$ cat config.mk
export PLATFORM = sky130hd
export DESIGN_NAME = pixel_fetch_module
export DESIGN_NICKNAME = d
export VERILOG_FILES = /design/src/rtl/pixel_fetch_module.sv
export SDC_FILE = /design/constraint.sdc
export NUM_CORES = 1
export LEC_CHECK = 0
export ABC_AREA = 1
export ABC_CLOCK_PERIOD_IN_PS = 6500
export CAP_MARGIN = 20
export CORE_UTILIZATION = 35
export DETAILED_ROUTE_END_ITERATION = 6
export HOLD_SLACK_MARGIN = 0.03
export PLACE_DENSITY = 0.76
export SLEW_MARGIN = 20
export SYNTH_ARGS = -nofsm -noshare
export SYNTH_HDL_FRONTEND = slang
export SYNTH_SLANG_ARGS = --single-unit
$ cat constraint.sdc
create_clock -name CLK -period 6.5 [get_ports CLK]
set_input_delay 1.3 -clock CLK [delete_from_list [all_inputs] [get_ports CLK]]
set_output_delay 1.3 -clock CLK [all_outputs]
set_load 0.005 [all_outputs]
$ cat src/rtl/pixel_fetch_module.sv
// Pixel fetch stage: turns sync-stage timing into framebuffer reads and expands RGB332 pixels to 24-bit colour.
// A double-buffered bank bit only changes at the frame boundary, driven by a four-phase swap handshake.
module pixel_fetch_module #(
    parameter int H_ACTIVE = 640,
    parameter int V_ACTIVE = 480,
    parameter int FB_W     = 160
) (
    input  logic        CLK,
    input  logic        RST,
    input  logic [9:0]  HPOS,
    input  logic [9:0]  VPOS,
    input  logic        RGB_ENA,
    input  logic        HSYNC_IN,
    input  logic        VSYNC_IN,
    output logic [15:0] MEM_ADDR,
    output logic        MEM_RD,
    input  logic [7:0]  MEM_DATA,
    input  logic [7:0]  BG_COLOR,
    input  logic        SWAP_REQ,
    output logic        SWAP_ACK,
    output logic [7:0]  R,
    output logic [7:0]  G,
    output logic [7:0]  B,
    output logic        HSYNC_OUT,
    output logic        VSYNC_OUT,
    output logic        BLANK_N
);

    typedef enum logic [1:0] {
        ST_IDLE    = 2'd0,
        ST_PENDING = 2'd1,
        ST_ACK     = 2'd2
    } swap_state_t;

    localparam logic [9:0]  H_ACTIVE_L = 10'(H_ACTIVE);
    localparam logic [9:0]  V_ACTIVE_L = 10'(V_ACTIVE);
    localparam logic [14:0] FB_W_L     = 15'(FB_W);

    function automatic logic [7:0] expand_r(input logic [7:0] c);
        return {c[7:5], c[7:5], c[7:6]};
    endfunction

    function automatic logic [7:0] expand_g(input logic [7:0] c);
        return {c[4:2], c[4:2], c[4:3]};
    endfunction

    function automatic logic [7:0] expand_b(input logic [7:0] c);
        return {c[1:0], c[1:0], c[1:0], c[1:0]};
    endfunction

    swap_state_t state_r;
    swap_state_t state_next_s;
    logic        bank_r;
    logic        bank_toggle_s;
    logic        swap_ack_r;

    logic [3:0]  ena_pipe_r;
    logic [3:0]  hs_pipe_r;
    logic [3:0]  vs_pipe_r;
    logic [2:0]  range_pipe_r;
    logic [1:0]  rd_pipe_r;
    logic [15:0] mem_addr_r;
    logic        mem_rd_r;
    logic [7:0]  hold_r;
    logic [7:0]  r_r;
    logic [7:0]  g_r;
    logic [7:0]  b_r;

    logic        in_range_s;
    logic        frame_bound_s;
    logic        rd_req_s;
    logic [14:0] offset_s;
    logic [7:0]  pix_s;
    logic [7:0]  color_s;

    assign in_range_s    = (HPOS < H_ACTIVE_L) && (VPOS < V_ACTIVE_L);
    assign frame_bound_s = (VPOS == V_ACTIVE_L) && (HPOS == 10'd0);
    // A new read starts each 4-pixel group, or on the first active pixel after blanking
    assign rd_req_s      = RGB_ENA && in_range_s && ((HPOS[1:0] == 2'b00) || !ena_pipe_r[0]);
    assign offset_s      = ({7'd0, VPOS[9:2]} * FB_W_L) + {7'd0, HPOS[9:2]};
    assign pix_s         = rd_pipe_r[1] ? MEM_DATA : hold_r;
    assign color_s       = range_pipe_r[2] ? pix_s : BG_COLOR;

    // Swap FSM next-state: a request seen on a boundary cycle waits for the following boundary
    always_comb begin
        state_next_s  = state_r;
        bank_toggle_s = 1'b0;
        case (state_r)
            ST_IDLE: begin
                if (SWAP_REQ) state_next_s = ST_PENDING;
                else          state_next_s = ST_IDLE;
            end
            ST_PENDING: begin
                if (frame_bound_s) begin
                    state_next_s  = ST_ACK;
                    bank_toggle_s = 1'b1;
                end else begin
                    state_next_s  = ST_PENDING;
                end
            end
            ST_ACK: begin
                if (!SWAP_REQ) state_next_s = ST_IDLE;
                else           state_next_s = ST_ACK;
            end
            default: state_next_s = ST_IDLE;
        endcase
    end

    // Swap FSM state, bank and acknowledge registers
    always_ff @(posedge CLK) begin
        if (RST) begin
            state_r    <= ST_IDLE;
            bank_r     <= 1'b0;
            swap_ack_r <= 1'b0;
        end else begin
            state_r    <= state_next_s;
            bank_r     <= bank_r ^ bank_toggle_s;
            swap_ack_r <= (state_next_s == ST_ACK);
        end
    end

    // Fetch/colour pipeline: address at n+1, data at n+3, colour out at n+4
    always_ff @(posedge CLK) begin
        if (RST) begin
            ena_pipe_r   <= 4'b0000;
            hs_pipe_r    <= 4'b1111;
            vs_pipe_r    <= 4'b1111;
            range_pipe_r <= 3'b000;
            rd_pipe_r    <= 2'b00;
            mem_addr_r   <= 16'd0;
            mem_rd_r     <= 1'b0;
            hold_r       <= 8'd0;
            r_r          <= 8'd0;
            g_r          <= 8'd0;
            b_r          <= 8'd0;
        end else begin
            ena_pipe_r   <= {ena_pipe_r[2:0], RGB_ENA};
            hs_pipe_r    <= {hs_pipe_r[2:0], HSYNC_IN};
            vs_pipe_r    <= {vs_pipe_r[2:0], VSYNC_IN};
            range_pipe_r <= {range_pipe_r[1:0], in_range_s};
            rd_pipe_r    <= {rd_pipe_r[0], mem_rd_r};
            mem_addr_r   <= {bank_r, offset_s};
            mem_rd_r     <= rd_req_s;
            hold_r       <= pix_s;
            if (ena_pipe_r[2]) begin
                r_r <= expand_r(color_s);
                g_r <= expand_g(color_s);
                b_r <= expand_b(color_s);
            end else begin
                r_r <= 8'd0;
                g_r <= 8'd0;
                b_r <= 8'd0;
            end
        end
    end

    assign MEM_ADDR  = mem_addr_r;
    assign MEM_RD    = mem_rd_r;
    assign SWAP_ACK  = swap_ack_r;
    assign R         = r_r;
    assign G         = g_r;
    assign B         = b_r;
    assign BLANK_N   = ena_pipe_r[3];
    assign HSYNC_OUT = hs_pipe_r[3];
    assign VSYNC_OUT = vs_pipe_r[3];

endmodule

==> reports/results.txt, run 1 <==
Area leader, netlist - dfxtp_1
I/O pin count - 87
Hold depth - 2
Slowest cell on crit path - fa_1
FP Rows - 30
TritonCTS clock tree - done
Total grt overflow - 0
Synth Flop Type - dfxtp_1
FF-to-FF path depth - 4
Post-synth net total - 352
Initial antenna violation count - 0
Clock Skew - 5.00 ps
Asr flop ratio synth - 0%
First-pass GRT wire length - 8640 um
Vias post-DR - 2052
Hold WC Path Type - reg -> reg
Avg Synthesized Cell Area - 8.43 sq um
Crit Path Max Fanout - 5
Post-DP HPWL - 4070 um
RR Startpoint - rd_pipe_r[1]$_SDFF_PP0_
Synth unique cells - 34
Largest net degree at the start of global routing - 41
VDD IR-drop max - 0.0887 mV
RSZ-0062 raised after global routing - false
Fmax - 288 MHz
Final setup fails - 0
Worst setup SP type - input pin
CP Cell Sequence - clkdlybuf4s50_1, ha_1, ha_1, fa_1, nand2_2, nor2_2, nand2_2, a21oi_4, nand3_2, nor2_2, nand2_1, nand2_1, nor2_1
Max_slew headroom - 66.4%
Worst hold start - rd_pipe_r[0]$_SDFF_PP0_
Overall routing resource usage - 14.7%
Commonest cells post-synth - dfxtp_1, inv_1, nor2_1
Share of the synthesized area in the top cell type - 43.8%
Worst Path Required - 6710 ps
Final worst slack - 3020 ps
Reg-to-reg slack, setup - 5230 ps
Fin. Hold Viols - 0
FF-to-FF End - R[5]$_SDFF_PP0_
Root Buffer - clkbuf_8
Worst-Skew Late Latency - 300 ps
Outcome - completed
#FFs+latches synth - 54
Post-route DRC - 0
Via density - 4.46
WS Path Type - in -> reg
Die width - 86.0 um
Clk slew on worst S/H paths - 100 ps
Initial core utilization - 36.4%
Core area - 6790 sq um
DR pass1 iterations - 4
Post-detailed-route count of antenna-violating nets - 0
CTS Buffer Depth - 2
Yosys warns - 0
DR iter-0 viols - 40
CP peak stage delay - 600 ps
Leak pwr - 1.46 nW
Worst Tran Pin Value - 503 ps
Hold_buf cts - 0
EDFF count, synth - 0
PwrDens - 211 nW/um^2
DP Worst Slack - 2710 ps
Hold endpoint - rd_pipe_r[1]$_SDFF_PP0_
Die H - 86.0 um
Sequential fraction of the synthesis area - 43.8%
CTS buffer count - 5
Antenna Cells - 0
Clock Sink Count - 54
Buffer count from post-CTS setup fixing - 0
Fin nets - 422
Vias in the first global route - 2021
Fin Setup TNS - 0 ps
DR WL/cell - 11.2 um
Final Max Tran Viols - 0
RePlAce Congestion - 0.832
Fin crit share - 53.5%
H-tree levels - 2
WL final - 5140 um
Fraction of layout cells with a size suffix above 1 - 9.34%
Most frequent cell after synthesis - dfxtp_1
Mapped Cells - 293
Syn Std Cell Area - 2470 sq um
Clock period minus worst slack - 3480 ps
Largest cells by area after synthesis - dfxtp_1, ha_1, inv_1
Endpoint class of the critical path - flop
Max_cap viols - 0
PostCTS Resize Cnt - 0
Layout area overhead - 38.1%
Critical path arrival - 3680 ps
PortBufs - 86
Die Footprint - 7400 sq um
## worst max-delay path, delay by kind of cell
family / cells / cell delay [ps]
adder cells (fa/ha/maj): 3 / 1160
AND/OR/NAND/NOR: 8 / 610
buffers and inverters: 1 / 460
AO/OA/AOI/OAI: 1 / 150
## state kept, by name, summed over array words and instances, names as in the netlist, 3 cells and up
register,flops
MEM_ADDR,16
hold_r,8
ena_pipe_r,4
hs_pipe_r,4
range_pipe_r,3
G,3
R,3
vs_pipe_r,4
## cells in the final DEF (no fill, tap or decap), types with 5 or more instances in the layout
| cell | instances |
|---|---|
| mux2i_1 | 8 |
| nand2_2 | 6 |
| or2_2 | 8 |
| nand2_1 | 36 |
| dfxtp_1 | 54 |
| nand3_1 | 13 |
| a21oi_1 | 10 |
| clkbuf_8 | 5 |
| ha_1 | 15 |
| inv_1 | 42 |
| clkdlybuf4s50_1 | 86 |
| o211ai_1 | 8 |
| nor2_1 | 39 |
## cell families after synthesis
family | count (synthesis) | synth area share (%)
xor gates and xnor gates | 1 | 0.659
DFF | 54 | 43.8
muxes | 8 | 3.24
adders and majority gates | 17 | 9.22
AOI/OAI and AO/OA | 31 | 8.92
and+or+nand+nor | 114 | 21.0
buffers and inverters | 68 | 13.2
## power by group
part / internal, W / leakage, nW / switching (W)
registers: 0.000345 / 0.442 / 0.00000442
clock network: 0.000115 / 0.0504 / 0.000111
logic: 0.0000745 / 0.969 / 0.0000695
## how the worst max path moves through the flow
stage	from	end	slack, ps	cells after the start
6_report	VPOS[3]	MEM_ADDR[14]$_SDFF_PP0_	3020	13
5_1_grt	VPOS[3]	MEM_ADDR[14]$_SDFF_PP0_	2850	13
4_1_cts	VPOS[3]	MEM_ADDR[14]$_SDFF_PP0_	3040	13
3_5_place_dp	VPOS[3]	MEM_ADDR[14]$_SDFF_PP0_	2710	13
3_3_place_gp	VPOS[3]	MEM_ADDR[14]$_SDFF_PP0_	2790	13
2_1_floorplan	VPOS[3]	MEM_ADDR[14]$_SDFF_PP0_	3350	12
## through the flow
step | total power, W | instance area (sq um) | util (%) | hold slack, ps | instances
5_1_grt | 0.000757 | 3410 | 50.2 | 415 | 460
3_5_place_dp | 0.000502 | 3300 | 48.5 | 393 | 452
6_report | 0.000719 | 3410 | 50.2 | 400 | 460
3_3_place_gp | 0.000500 | 3300 | 48.5 | 390 | 452
2_1_floorplan | 0.000438 | 2470 | - | 388 | 293
4_1_cts | 0.000727 | 3410 | 50.2 | 403 | 460
## layout make-up
| cell class | instances | area [sq um] |
|---|---|---|
| clock buffer | 5 | 68.8 |
| inverter | 44 | 165 |
| clock inverter | 3 | 45.0 |
| fill | 626 | 3380 |
| timing repair buffer | 87 | 868 |
| tap | 96 | 120 |
| multi-input combinational | 171 | 1060 |
| sequential | 54 | 1080 |
## routing by layer
| layer | GRT usage, % | up-vias | share of wire [%] | wire length [um] |
|---|---|---|---|---|
| met1 | 15.9 | 913 | 43 | 2210 |
| met4 | 6.52 | 0 | 2.0 | 103 |
| met3 | 4.23 | 9 | 7.1 | 367 |
| met5 | 0 | - | 0 | 0 |
| met2 | 26.3 | 85 | 48 | 2460 |
| li1 | - | 1045 | - | - |
No activity file was read; power rests on OpenSTA's default activity.
==> inputs of run 2 (changes only) <==
Settings changed: ABC_CLOCK_PERIOD_IN_PS 6500 to 3500.
Clock period 6.5 ns to 3.5 ns, I/O delays scaled along.
==> reports/results.txt, run 2 (synthesis results as in run 1) <==
Sequential fraction of design power - 51.3% (+2.6 points)
Leak pwr - 1.46 nW (-0.14%)
Internal Power - 0.000925 W (+73%)
RSZ-0062 raised after global routing - false
H-tree levels - 2 (unchanged)
Largest net degree at the start of global routing - 40 (-2.4%)
Clock Skew - 7.05 ps (+2.05 ps)
Outcome - completed
Vias post-DR - 2038 (-0.68%)
Comb pwr share - 21.3% (+1.3 points)
Overall routing resource usage - 14.3% (-0.33 points)
Metal1 wirelength - 2200 um (-0.54%)
Die Footprint - 7400 sq um (unchanged)
Worst-Skew Late Latency - 300 ps (about the same)
Final Max Tran Viols - 0 (unchanged)
Post-detailed-route count of antenna-violating nets - 0 (unchanged)
Root Buffer - clkbuf_8
Vias in the first global route - 1937 (-4.2%)
CTS Buffer Depth - 2 (unchanged)
Via density - 4.43 (-0.68%)
Net Switching - 0.000343 W (+86%)
PostCTS Resize Cnt - 0 (unchanged)
Fin. Hold Viols - 0 (unchanged)
FF/Latch Area - 1080 sq um (unchanged)
Layout area overhead - 37.4%
Buffer count from post-CTS setup fixing - 0 (unchanged)
Clock Sink Count - 54 (unchanged)
Clk slew on worst S/H paths - 100 ps (about the same)
Die width - 86.0 um (unchanged)
Post-DP HPWL - 4070 um (+0.21%)
Hold WC Path Type - reg -> reg
TritonCTS clock tree - done
I/O pin count - 87 (unchanged)
First-pass GRT wire length - 8360 um (-3.2%)
Total grt overflow - 0 (unchanged)
Hold_buf cts - 0 (unchanged)
Most frequent cells in the layout - clkdlybuf4s50_1, dfxtp_1, inv_1
Clock network power share - 27.5% (-3.8 points)
Area occupied by multi-input gates - 1060 sq um (unchanged)
Fmax - 345 MHz
Max FFs per register - 16 (unchanged)
Initial antenna violation count - 0 (unchanged)
Net Sw Frac - 27.1% (+1.4 points)
RePlAce Congestion - 0.827 (-0.61%)
Post-route DRC - 0 (unchanged)
PortBufs - 86 (unchanged)
Fin nets - 422 (unchanged)
WS Path Type - in -> reg
Critical path arrival - 3110 ps (-570 ps)
Worst hold slack - 405 ps (+4.62 ps)
Commonest non-fill, non-tap cell in the layout - clkdlybuf4s50_1
VDD IR-drop max - 0.163 mV (+84%)
Die H - 86.0 um (unchanged)
Core area - 6790 sq um (unchanged)
WL final - 5090 um (-0.91%)
Max_slew headroom - 66.8% (+0.36 points)
Worst Path Required - 3710 ps (-3000 ps)
Fill count - 655 (+4.6%)
Clock period minus worst slack - 2900 ps
DR WL/cell - 11.1 um (-0.91%)
Worst Tran Pin Value - 497 ps (-5.34 ps)
DR pass1 iterations - 5 (+1)
Initial core utilization - 36.4% (unchanged)
CTS buffer count - 5 (unchanged)
Max_cap viols - 0 (unchanged)
DR iter-0 viols - 80 (+100%)
Crit Path Max Fanout - 5 (unchanged)
Fraction of layout cells with a size suffix above 1 - 9.34% (unchanged)
Endpoint class of the critical path - flop
PwrDens - 374 nW/um^2 (+77%)
Met2 Routed Length - 2430 um (-1.3%)
Antenna Cells - 0 (unchanged)
FP Rows - 30 (unchanged)
Fin crit share - 82.9%
Worst setup SP type - input pin
Max layer used - met4
Fin Setup TNS - 0 ps (unchanged)
Final setup fails - 0 (unchanged)
Routed wl met3 - 372 um (+1.4%)
## run 2: cell types whose count changed in the layout (fill, tap and decap cells not counted)
cell and delta:
clkinv_4 +3, bufinv_16 -1, clkinvlp_4 -2
## run 2: final cells by class
cell class / count / area share [%]
clock inverters: 3 / 0.774
inverters: 44 / 4.87
clock buffers: 5 / 2.03
multi-input cells: 171 / 31.3
flip-flops and latches: 54 / 31.9
repair buffers: 87 / 25.6
well taps: 96 / 3.54
## run 2: power groups by stage
stage	clock network, W	registers, W	logic, W
2_1_floorplan	0	0.000666	0.000148
3_3_place_gp	0	0.000665	0.000263
3_5_place_dp	0	0.000665	0.000269
4_1_cts	0.000364	0.000651	0.000271
5_1_grt	0.000386	0.000653	0.000299
6_report	0.000348	0.000650	0.000270
## run 2: worst paths after layout
kind | from | end | slack (ps) | cells after the start
worst max-delay path | VPOS[3] | MEM_ADDR[14]$_SDFF_PP0_ | 600 | 13
worst min-delay path | range_pipe_r[0]$_SDFF_PP0_ | range_pipe_r[1]$_SDFF_PP0_ | 400 | 2
worst max register to register | rd_pipe_r[1]$_SDFF_PP0_ | G[6]$_SDFF_PP0_ | 2220 | 4
worst min register to register | range_pipe_r[0]$_SDFF_PP0_ | range_pipe_r[1]$_SDFF_PP0_ | 400 | 2
## run 2: metal layers
layer / up-vias / track usage (%)
li1: 1046 / -
met1: 880 / 15.8
met2: 102 / 25.9
met3: 10 / 4.23
met4: 0 / 5.30
met5: - / 0
## run 2: through the flow
step	cells	total power (W)	cell area (sq um)	setup WS, ps	util (%)
3_5_place_dp	452	0.000934	3300	285	48.5
2_1_floorplan	293	0.000814	2470	950	-
5_1_grt	460	0.00134	3390	400	49.9
6_report	460	0.00127	3390	599	49.9
4_1_cts	460	0.00129	3390	619	49.9
3_3_place_gp	452	0.000928	3300	396	48.5
## run 2: critical path, stage by stage
cell,delay [ps]
clkdlybuf4s50_1,460
ha_1,320
ha_1,240
fa_1,610
nand2_2,100
nor2_2,110
nand2_2,70
a21oi_4,150
nand3_2,90
nor2_2,100
nand2_1,50
nand2_1,50
nor2_1,40
==> inputs of run 3 (changes only) <==
Settings changed: ABC_CLOCK_PERIOD_IN_PS 3500 to 2600, PLACE_DENSITY 0.76 to 0.78.
Clock period 3.5 ns to 2.6 ns, I/O delays scaled along.
==> reports/results.txt, run 3 (synthesis results as in run 1) <==
Outcome - completed
CP peak stage delay - 480 ps (-130 ps)
Leak pwr - 1.56 nW (+7.1%)
Max_slew headroom - 67.4% (+0.62 points)
Fin. Hold Viols - 0 (unchanged)
DR WL/cell - 10.7 um (-3.8%)
WP buf/inv - 2 (+1)
Clk slew on worst S/H paths - 100 ps (about the same)
Clock Sink Count - 54 (unchanged)
FF-to-FF path depth - 4 (unchanged)
Reg-to-reg slack, setup - 1370 ps (-850 ps)
Vias post-DR - 2051 (+0.64%)
Area occupied by multi-input gates - 1080 sq um (+1.6%)
RePlAce Congestion - 0.857 (+3.6%)
FF-to-FF End - R[5]$_SDFF_PP0_
Critical path arrival - 2700 ps (-410 ps)
CP Cell Sequence - clkdlybuf4s50_1, buf_4, ha_1, ha_1, a21oi_1, nand3_1, nand2_2, nand3_2, nor2_2, nand2_1, nand2_1, nor2_1
Cell area after placement - 3400 sq um (+3.0%)
Worst setup SP type - input pin
Layout area overhead - 43.4%
Via density - 4.34 (-2.1%)
Endpoint class of the critical path - flop
Hold_buf cts - 0 (unchanged)
Commonest non-fill, non-tap cell in the layout - clkdlybuf4s50_1
DR iter-0 viols - 27 (-66%)
CTS buffer count - 5 (unchanged)
FP Rows - 30 (unchanged)
Post-DP HPWL - 4050 um (-0.47%)
WL final - 5040 um (-1.1%)
Fraction of layout cells with a size suffix above 1 - 13.3% (+3.9 points)
Overall routing resource usage - 14.5% (+0.19 points)
Hold depth - 2 (unchanged)
Post-detailed-route count of antenna-violating nets - 0 (unchanged)
TritonCTS clock tree - done
Fin nets - 435 (+3.1%)
Die width - 86.0 um (unchanged)
Max FFs per register - 16 (unchanged)
Crit Path Max Fanout - 5 (unchanged)
Final Max Tran Viols - 0 (unchanged)
Post-route DRC - 0 (unchanged)
Vias in the first global route - 1948 (+0.57%)
Fmax - 400 MHz
Initial antenna violation count - 0 (unchanged)
Most frequent cells in the layout - clkdlybuf4s50_1, dfxtp_1, inv_1
Hold WC Path Type - reg -> reg
WS Path Type - in -> reg
Worst Path Required - 2800 ps (-910 ps)
CTS Buffer Depth - 2 (unchanged)
Hold endpoint - range_pipe_r[1]$_SDFF_PP0_
Die H - 86.0 um (unchanged)
Worst Tran Pin Value - 488 ps (-9.26 ps)
Fin Setup TNS - 0 ps (unchanged)
PwrDens - 517 nW/um^2 (+38%)
Total grt overflow - 0 (unchanged)
Largest net degree at the start of global routing - 40 (unchanged)
Slowest cell on crit path - clkdlybuf4s50_1
Fill count - 636 (-2.9%)
VDD IR-drop max - 0.276 mV (+69%)
PortBufs - 86 (unchanged)
Worst-Skew Late Latency - 300 ps (about the same)
Clock Skew - 7.75 ps (+0.697 ps)
Delay-heaviest family, CP - adder cells
Clock period minus worst slack - 2500 ps
H-tree levels - 2 (unchanged)
Buffer count from post-CTS setup fixing - 0 (unchanged)
Initial core utilization - 36.4% (unchanged)
FF/Latch Area - 1080 sq um (unchanged)
Root Buffer - clkbuf_8
Die Footprint - 7400 sq um (unchanged)
Max_cap viols - 0 (unchanged)
Antenna Cells - 0 (unchanged)
First-pass GRT wire length - 8470 um (+1.3%)
Cell area after layout - 3540 sq um (+4.4%)
Fin crit share - 96.2%
Worst hold start - range_pipe_r[0]$_SDFF_PP0_
DR pass1 iterations - 4 (-1)
I/O pin count - 87 (unchanged)
Core area - 6790 sq um (unchanged)
Final setup fails - 0 (unchanged)
RR Startpoint - rd_pipe_r[1]$_SDFF_PP0_
RSZ-0062 raised after global routing - false
-- run 3: cell count changes in the layout (fill, tap and decap cells not counted) --
cell,delta
buf_4,+13
bufinv_16,+1
clkdlybuf4s50_1,-4
clkinv_4,-3
clkinvlp_4,+1
dlymetal6s2s_1,+4
ha_1,-3
ha_2,+2
ha_4,+1
inv_8,+1
-- run 3: repair_timing --
action                     CTS  global route
setup endpoints to repair    0             1
gates resized for setup      0             7
hold endpoints to repair     0             0
-- run 3: tightest hold or removal path: cells and delay by family, from the launching register on --
family / cells / cell delay [ps]
buffers and inverters: 1 / 40
and+or+nand+nor: 1 / 30
DFF: 1 / 310
-- run 3: worst max-delay path by stage --
stage,start,end,slack (ps),cells after the start
2_1_floorplan,VPOS[3],MEM_ADDR[14]$_SDFF_PP0_,230,12
3_3_place_gp,VPOS[3],MEM_ADDR[14]$_SDFF_PP0_,-170,13
3_5_place_dp,VPOS[3],MEM_ADDR[14]$_SDFF_PP0_,-250,13
4_1_cts,VPOS[3],MEM_ADDR[14]$_SDFF_PP0_,90,13
5_1_grt,VPOS[6],MEM_ADDR[14]$_SDFF_PP0_,5,12
6_report,VPOS[6],MEM_ADDR[14]$_SDFF_PP0_,100,12
-- run 3: layout make-up --
type	count	share of cell area [%]
clock buffers	5	1.94
clock inverters	3	1.38
inverters	44	4.66
multi-input cells	171	30.5
flip-flops and latches	54	30.5
well taps	96	3.39
repair buffers	100	27.6
-- run 3: through the flow --
| stage | hold slack [ps] | instances | setup WS [ps] | util (%) | power, W |
|---|---|---|---|---|---|
| global placement | 391 | 465 | -166 | 50.0 | 0.00127 |
| finish | 399 | 473 | 99.2 | 52.1 | 0.00183 |
| global route | 426 | 473 | 4.71 | 52.1 | 0.00194 |
| floorplan | 388 | 293 | 230 | - | 0.00110 |
| CTS | 404 | 473 | 86.6 | 51.7 | 0.00185 |
| detailed placement | 392 | 465 | -247 | 50.0 | 0.00128 |
-- run 3: where the power goes --
group          switching, W  internal (W)
sequential        0.0000114      0.000864
combinational      0.000179      0.000209
clock              0.000273      0.000293
-- run 3: per-layer routing --
layer / GRT usage, % / share of wire (%) / up-vias
met1: 16.1 / 42 / 900
met3: 4.14 / 7.5 / 4
met2: 25.7 / 50 / 73
met5: 0 / 0 / -
met4: 6.52 / 0.73 / 0
li1: - / - / 1074
